## src/rtl/uart_tx_simple.sv

```systemverilog
// uart_tx_simple: 8-bit UART transmitter. Each frame is a start bit, 8 data
// bits LSB-first, an optional parity bit, and 1 or 2 stop bits. A clock
// divider times every bit. All outputs come straight from flops.
module uart_tx_simple #(
  parameter int BAUD_RATE   = 115200,
  parameter int PARITY      = 0,
  parameter int STOP        = 1,
  parameter int CLK_FREQ_HZ = 33330000
) (
  input  logic       clk,
  input  logic       rst,
  input  logic [7:0] tx_byte,
  input  logic       tx_start,
  output logic       serial_tx,
  output logic       tx_busy,
  output logic       tx_done
);

  localparam int CLKS_PER_BIT = CLK_FREQ_HZ / BAUD_RATE;
  localparam int CNT_W        = (CLKS_PER_BIT > 2) ? $clog2(CLKS_PER_BIT) : 1;
  localparam logic [CNT_W-1:0] CNT_LAST = CNT_W'(CLKS_PER_BIT - 1);
  // Unsupported PARITY codes fall back to no parity.
  localparam bit PAR_EN  = (PARITY == 1) || (PARITY == 2);
  localparam bit PAR_ODD = (PARITY == 1);
  // Unsupported STOP values fall back to one stop bit.
  localparam logic [2:0] STOP_LAST = (STOP == 2) ? 3'd1 : 3'd0;

  typedef enum logic [2:0] {
    S_IDLE   = 3'd0,
    S_START  = 3'd1,
    S_DATA   = 3'd2,
    S_PARITY = 3'd3,
    S_STOP   = 3'd4
  } state_t;

  state_t           state_q, state_d;
  logic [CNT_W-1:0] clk_cnt_q, clk_cnt_d;
  logic [2:0]       bit_cnt_q, bit_cnt_d;
  logic [7:0]       shift_q, shift_d;
  logic             parity_q, parity_d;
  logic             serial_tx_q, serial_tx_d;
  logic             tx_busy_q, tx_busy_d;
  logic             tx_done_q, tx_done_d;
  logic             bit_end_s;

  assign bit_end_s = (clk_cnt_q == CNT_LAST);

  // Next-state and next-output logic. The line value is computed one cycle
  // ahead so that serial_tx can come straight from a flop.
  always_comb begin
    state_d     = state_q;
    clk_cnt_d   = clk_cnt_q;
    bit_cnt_d   = bit_cnt_q;
    shift_d     = shift_q;
    parity_d    = parity_q;
    serial_tx_d = serial_tx_q;
    tx_busy_d   = tx_busy_q;
    tx_done_d   = 1'b0;

    if (state_q != S_IDLE) begin
      clk_cnt_d = bit_end_s ? {CNT_W{1'b0}} : (clk_cnt_q + CNT_W'(1));
    end else begin
      clk_cnt_d = {CNT_W{1'b0}};
    end

    case (state_q)
      S_IDLE: begin
        serial_tx_d = 1'b1;
        tx_busy_d   = 1'b0;
        if (tx_start) begin
          shift_d     = tx_byte;
          parity_d    = PAR_ODD ? ~^tx_byte : ^tx_byte;
          bit_cnt_d   = 3'd0;
          state_d     = S_START;
          serial_tx_d = 1'b0;
          tx_busy_d   = 1'b1;
        end else begin
          state_d = S_IDLE;
        end
      end
      S_START: begin
        if (bit_end_s) begin
          state_d     = S_DATA;
          serial_tx_d = shift_q[0];
        end else begin
          state_d = S_START;
        end
      end
      S_DATA: begin
        if (bit_end_s) begin
          shift_d = {1'b0, shift_q[7:1]};
          if (bit_cnt_q == 3'd7) begin
            bit_cnt_d = 3'd0;
            if (PAR_EN) begin
              state_d     = S_PARITY;
              serial_tx_d = parity_q;
            end else begin
              state_d     = S_STOP;
              serial_tx_d = 1'b1;
            end
          end else begin
            bit_cnt_d   = bit_cnt_q + 3'd1;
            serial_tx_d = shift_q[1];
          end
        end else begin
          state_d = S_DATA;
        end
      end
      S_PARITY: begin
        if (bit_end_s) begin
          state_d     = S_STOP;
          serial_tx_d = 1'b1;
        end else begin
          state_d = S_PARITY;
        end
      end
      S_STOP: begin
        serial_tx_d = 1'b1;
        if (bit_end_s) begin
          if (bit_cnt_q == STOP_LAST) begin
            bit_cnt_d = 3'd0;
            state_d   = S_IDLE;
            tx_busy_d = 1'b0;
            tx_done_d = 1'b1;
          end else begin
            bit_cnt_d = bit_cnt_q + 3'd1;
          end
        end else begin
          state_d = S_STOP;
        end
      end
      default: begin
        state_d     = S_IDLE;
        serial_tx_d = 1'b1;
        tx_busy_d   = 1'b0;
      end
    endcase
  end

  // State and output registers; reset forces the line idle at once.
  always_ff @(posedge clk or posedge rst) begin
    if (rst) begin
      state_q     <= S_IDLE;
      clk_cnt_q   <= {CNT_W{1'b0}};
      bit_cnt_q   <= 3'd0;
      shift_q     <= 8'd0;
      parity_q    <= 1'b0;
      serial_tx_q <= 1'b1;
      tx_busy_q   <= 1'b0;
      tx_done_q   <= 1'b0;
    end else begin
      state_q     <= state_d;
      clk_cnt_q   <= clk_cnt_d;
      bit_cnt_q   <= bit_cnt_d;
      shift_q     <= shift_d;
      parity_q    <= parity_d;
      serial_tx_q <= serial_tx_d;
      tx_busy_q   <= tx_busy_d;
      tx_done_q   <= tx_done_d;
    end
  end

  assign serial_tx = serial_tx_q;
  assign tx_busy   = tx_busy_q;
  assign tx_done   = tx_done_q;

endmodule
```

## config.mk

```make
export PLATFORM = sky130hd
export DESIGN_NAME = uart_tx_simple
export DESIGN_NICKNAME = d
export VERILOG_FILES = /design/src/rtl/uart_tx_simple.sv
export SDC_FILE = /design/constraint.sdc
export NUM_CORES = 1
export LEC_CHECK = 0
export CORE_MARGIN = 5
export CORE_UTILIZATION = 25
export DETAILED_ROUTE_END_ITERATION = 10
export GPL_TIMING_DRIVEN = 0
export HOLD_SLACK_MARGIN = 0.08
export PLACE_DENSITY = 0.4
export SLEW_MARGIN = 5
export SYNTH_ARGS = -nofsm -noshare
export SYNTH_HDL_FRONTEND = slang
export SYNTH_SLANG_ARGS = --single-unit
```

## constraint.sdc

```tcl
create_clock -name clk -period 1.55 [get_ports clk]
set_input_delay 0.465 -clock clk [delete_from_list [all_inputs] [get_ports clk]]
set_output_delay 0.465 -clock clk [all_outputs]
set_load 0.05 [all_outputs]
```

Word-level counts from Yosys, hierarchy flattened:

Index checks and enable logic that the tools add are counted.

* $add $sub $neg: 2
* equality and inequality tests: 14
* reductions and logical operators: 11
* bitwise operators: 1
* mux-type cells: 32

Operator list (number)
* two-way mux 3 bit: 10
* two-way mux 9 bit: 2
* two-way mux 8 bit: 2
* one-hot mux 8 bit (2 select lines): 1
* one-hot mux 3 bit (5 select lines): 1
* two-way mux 1 bit: 12
* inequality test 2 bit, second input constant: 6
* adder 9 x 1 -> 9 bit, second input constant: 1
* equality test 9 bit, second input constant: 1
* one-hot mux 3 bit (3 select lines): 1
* AND reduction 3 bit: 3
* equality test 3 x 2 -> 1 bit, second input constant: 2
* equality test 3 bit, second input constant: 2
* logical NOT 3 bit: 2
* inequality test 3 bit, second input constant: 2
* nonzero test 3 bit: 2
* one-hot mux 1 bit (4 select lines): 1
* AND reduction 4 bit: 1
* adder 3 x 1 -> 3 bit, second input constant: 1
* equality test 3 x 1 -> 1 bit, second input constant: 1
* one-hot mux 1 bit (3 select lines): 1
* OR reduction 3 bit: 1
* two-way mux 2 bit: 1
* AND reduction 2 bit: 1
* other kinds (2): 2

* logic and storage cells: 67
* register bits: 26
* bits of input ports: 11

Depth between registers and ports, before layout:

* word-level depth: 4
* gate-level depth with buffers: 6
* mapped depth without buffers: 6

Worst setup path after synthesis:

No wires, ideal clock.

* kind: register to register
* start point: reg clk_cnt_q[0]
* end point: reg bit_cnt_q[0]
* library setup time: 125 ps
* stages on the path, launching flop included: 7
* buffers on the path: 0
* path slack: -179 ps
* data arrival time: 1605 ps
* path through: dfrtp_1 > inv_1 > ha_1 > and4bb_1 > nand2_4 > o31ai_2 > mux2_2

* longest elaborated chain between the ends: 3

RTL lines
* start: declaration: line 37 `logic [CNT_W-1:0] clk_cnt_q, clk_cnt_d;`
* start signal: assignment: line 144 `clk_cnt_q <= {CNT_W{1'b0}};`
* start signal: assignment: line 153 `clk_cnt_q <= clk_cnt_d;`
* equality test 9 bit *: line 46 `assign bit_end_s = (clk_cnt_q == CNT_LAST);`
* inequality test 2 bit (no line)
* AND reduction 4 bit (no line) *
* end signal: assignment: line 154 `bit_cnt_q <= bit_cnt_d;`
* end: declaration: line 38 `logic [2:0] bit_cnt_q, bit_cnt_d;`

Every way passes the cells marked *; elsewhere a longest branch is shown, timed or not.
A chain may end at the register's enable or synchronous reset.

Worst setup path after layout:

* start point: reg clk_cnt_q[0]
* end point: reg state_q[1]

* longest elaborated chain between the ends: 3

RTL lines
* equality test 9 bit *: line 46
* two-way mux 3 bit (tied with other cells): line 119 `if (bit_end_s) begin`
* one-hot mux 3 bit (5 select lines) or AND reduction 2 bit (tied branches)
* end signal: assignment: line 152 `state_q <= state_d;`
* end: declaration: line 36 `state_t state_q, state_d;`

Marks and branches as above.

==> reports/qor.yml <==
finish:
  fin_nets: 177
  final_layout_size_suffix_gt1_share_pct: 31.3
  insertedDiodeCount: 0
  fill_cells: 514
  fin_area_mm2: 0.00187
  area_delta_synth_final_pct: 38.1
yosys:
  synthFlopType: "dfrtp_1"
  synthCells: 127
  synth_most_common_cell: "dfrtp_1"
  synth-seq-cells: 26
  ys_async_sr_fraction_pct: 100
  synth_top_area_share_pct: 46.3
  synthesis.nets: 143
  post_synth.cell_area_avg_um2: 10.6
  synth-xor-area-share_pct: 5.19
  synth_fa_ha_area_share_pct: 4.63
  synth_area_mm2: 0.00135
  synth_mux_area_share_pct: 2.41
  ys_types: 43
  yosys.area.top_type: "dfrtp_1"
  yosys.area_share.simple_pct: 19.3
  ys_warn_count: 0
  synth_compound_area_share_pct: 16.9
  synth-seq-area-share_pct: 48.2
  synth_top_family_by_area: "simple AND/OR/NAND/NOR gates"
  synth.area.top_cells: "dfrtp_1, ha_1, o22a_1"
  synthTopCellsByCount: "dfrtp_1, nor2_1, inv_1, o21a_1, o22a_1"
  synth_edf_count: 0
clocking:
  clock_path_buffers: 2
  cts_buffers: 3
  cts.sinks: 26
  ctsHoldBuffers: 0
  h-tree-depth: 1
  clk_latency_ns: 0.27
  cts_tree: "yes"
  cts_root_buf: "clkbuf_8"
  path_clk_slew_ns: 0.10
run:
  max-cap-violations: 0
sta:
  fin_skew_ns: 0.00829
  setup_viol: 11
  fin_crit_ns: 1.66
  tightest_slew_ns: 0.578
  rsz0062_at_grt: "true"
  hold_ws_ns: 0.505
  slew_headroom_pct: 61.4
  fin_ws_ns: -0.106
  max_freq_ghz: 0.604
  period_share_pct: 107
  final_hold_viol_count: 0
  drv_slew: 0
placed_design:
  io_buffers: 13
  dp_hpwl_um: 2020
  gp_congestion: 0.745
  place_area_mm2: 0.00158
power:
  p_per_area_mw_per_mm2: 1030
  cellLeakagePower_nw: 0.819
  peakVddDrop_v: 0.000340
route:
  wirelength_um: 3070
  viasPerCell: 4.64
  antenna_left: 0
  drtIter0Drc: 26
  vias: 1067
  drc: 0
  wl_per_cell_um: 13.4
  drt_pass1_iterations: 4
setup_path:
  path_common_cell: "buf_4"
  max_stage_delay_ns: 0.37
  cp_cell_sequence: "inv_2 > ha_1 > and4bb_2 > buf_4 > buf_4 > buf_4 > o211ai_1 > nand2_1 > a21oi_2"
  reg2reg_from: "clk_cnt_q[0]"
  critPathMaxFanout: 3
  worst_ep_required_time_ns: 1.74
  critPathLaunchType: "flop"
  end_kind: "flop"
  r2r.worst_path.cells: 9
  r2r-end: "state_q[1]"
  worstSetupPathType: "reg2reg"
  crit_slowest_cell: "dfrtp_2"
  rrSetupSlack_ns: -0.11
  cp_data_arrival_time_ns: 1.85
floorplan:
  start_util_pct: 26.1
  num_rows: 26
  core_area_mm2: 0.00517
  io_pins: 14
  die_x_um: 83.5
  die_h_um: 83.5
  dieArea_mm2: 0.00698
grt:
  grt-ovfl-total: 0
  grt_pass1_vias: 1150
  antenna_found_initial: 0
  grt_max_degree: 27
  grt_usage_pct: 9.14
  grt_first_pass_wirelength_um: 5310
outcome:
  violations: "setup timing"
  status: "finished with violations"
hold_path:
  min_path_cells: 1
  holdPathEnd: "shift_q[5]"
  worstHoldStart: "shift_q[5]"
  hold_path.class: "reg2reg"
where the power goes:
| group | internal (mW) | total (mW) | switching (mW) |
|---|---|---|---|
| combinational | 0.261 | 0.541 | 0.280 |
| clock | 0.227 | 0.443 | 0.216 |
| sequential | 0.823 | 0.940 | 0.117 |
critical path: cells and delay by family (launching register included):
kind | cells | cell delay [ns]
adder cells (fa/ha/maj) | 1 | 0.18
buffers and inverters | 4 | 0.44
AO/OA/AOI/OAI | 2 | 0.23
flip-flops | 1 | 0.37
AND/OR/NAND/NOR | 2 | 0.36
stage by stage:
step                      cells  util [%]  TNS [ns]  power, mW  worst slack [ns]
after floorplan             127         -    -0.404       1.26            -0.136
after global placement      210      30.5    -13.14       1.39            -0.680
after detailed placement    210      30.5    -12.88       1.40            -0.686
after CTS                   225      34.1     -1.09       1.90            -0.168
after global routing        230      36.1     -1.70       2.05            -0.184
final                       230      36.1    -0.543       1.92            -0.106
layout make-up:
class | count | area [µm²] | area share (%)
clock buffer | 4 | 55.1 | 2.95
multi-input combinational | 90 | 753 | 40.4
buffer | 5 | 32.5 | 1.74
tap | 70 | 87.6 | 4.69
inverter | 7 | 30.0 | 1.61
sequential | 26 | 654 | 35.1
timing repair buffer | 28 | 253 | 13.5
layer usage:
layer | up-vias | routed length [µm] | track usage [%]
met4 | 0 | 25 | 3.07
met1 | 527 | 1510 | 12.0
met2 | 15 | 1450 | 14.9
met5 | - | 0 | 0
li1 | 523 | - | -
met3 | 2 | 88 | 1.97
cell usage in the layout (no fill, tap or decap), types with 2 or more instances in the layout:
master	n
nand2b_1	2
o21a_1	7
o22a_1	7
inv_1	5
nor2_1	13
buf_4	13
dfrtp_1	23
mux2_4	2
nor2_4	2
nor3_1	2
o211ai_1	2
nand3_1	5
nand2_4	2
buf_6	2
clkbuf_8	4
a211oi_2	2
clkdlybuf4s50_1	9
and3_1	2
clkbuf_1	2
xor2_1	6
xnor2_1	2
dfrtp_2	2
nand4_1	2
nand2_1	3
clkdlybuf4s15_2	2
ha_1	4
flip-flops by register name, indices dropped and copies added (netlist names):
signal / cells
tx_done: 1
state_q: 3
shift_q: 8
bit_cnt_q: 3
tx_busy: 1
clk_cnt_q: 9
serial_tx: 1
repair_timing:
item	in CTS	in global routing
gates cloned	0	1
pin swaps	7	19
hold endpoints to repair	0	0
buffers inserted	11	4
endpoints found under the setup margin	23	51
resized for setup	25	18
worst max-delay path by stage:
stage / slack, ns / from / cells after the start / to
after detailed placement: -0.69 / tx_start / 5 / shift_q[4]
after global routing: -0.18 / clk_cnt_q[1] / 9 / state_q[1]
after global placement: -0.68 / tx_start / 5 / shift_q[4]
after floorplan: -0.14 / clk_cnt_q[0] / 6 / bit_cnt_q[2]
final: -0.11 / clk_cnt_q[0] / 9 / state_q[1]
after CTS: -0.17 / clk_cnt_q[0] / 6 / bit_cnt_q[2]
kinds of logic (layout without fill, tap and decap cells):
| kind of cell | after synthesis | after routing |
|---|---|---|
| AO/OA/AOI/OAI | 29 | 29 |
| multiplexers | 3 | 3 |
| buffers and inverters | 12 | 44 |
| adder cells (fa/ha/maj) | 5 | 5 |
| XOR/XNOR | 8 | 8 |
| flip-flops | 26 | 26 |
| AND/OR/NAND/NOR | 44 | 45 |
Power figures use the tool's default switching activity.
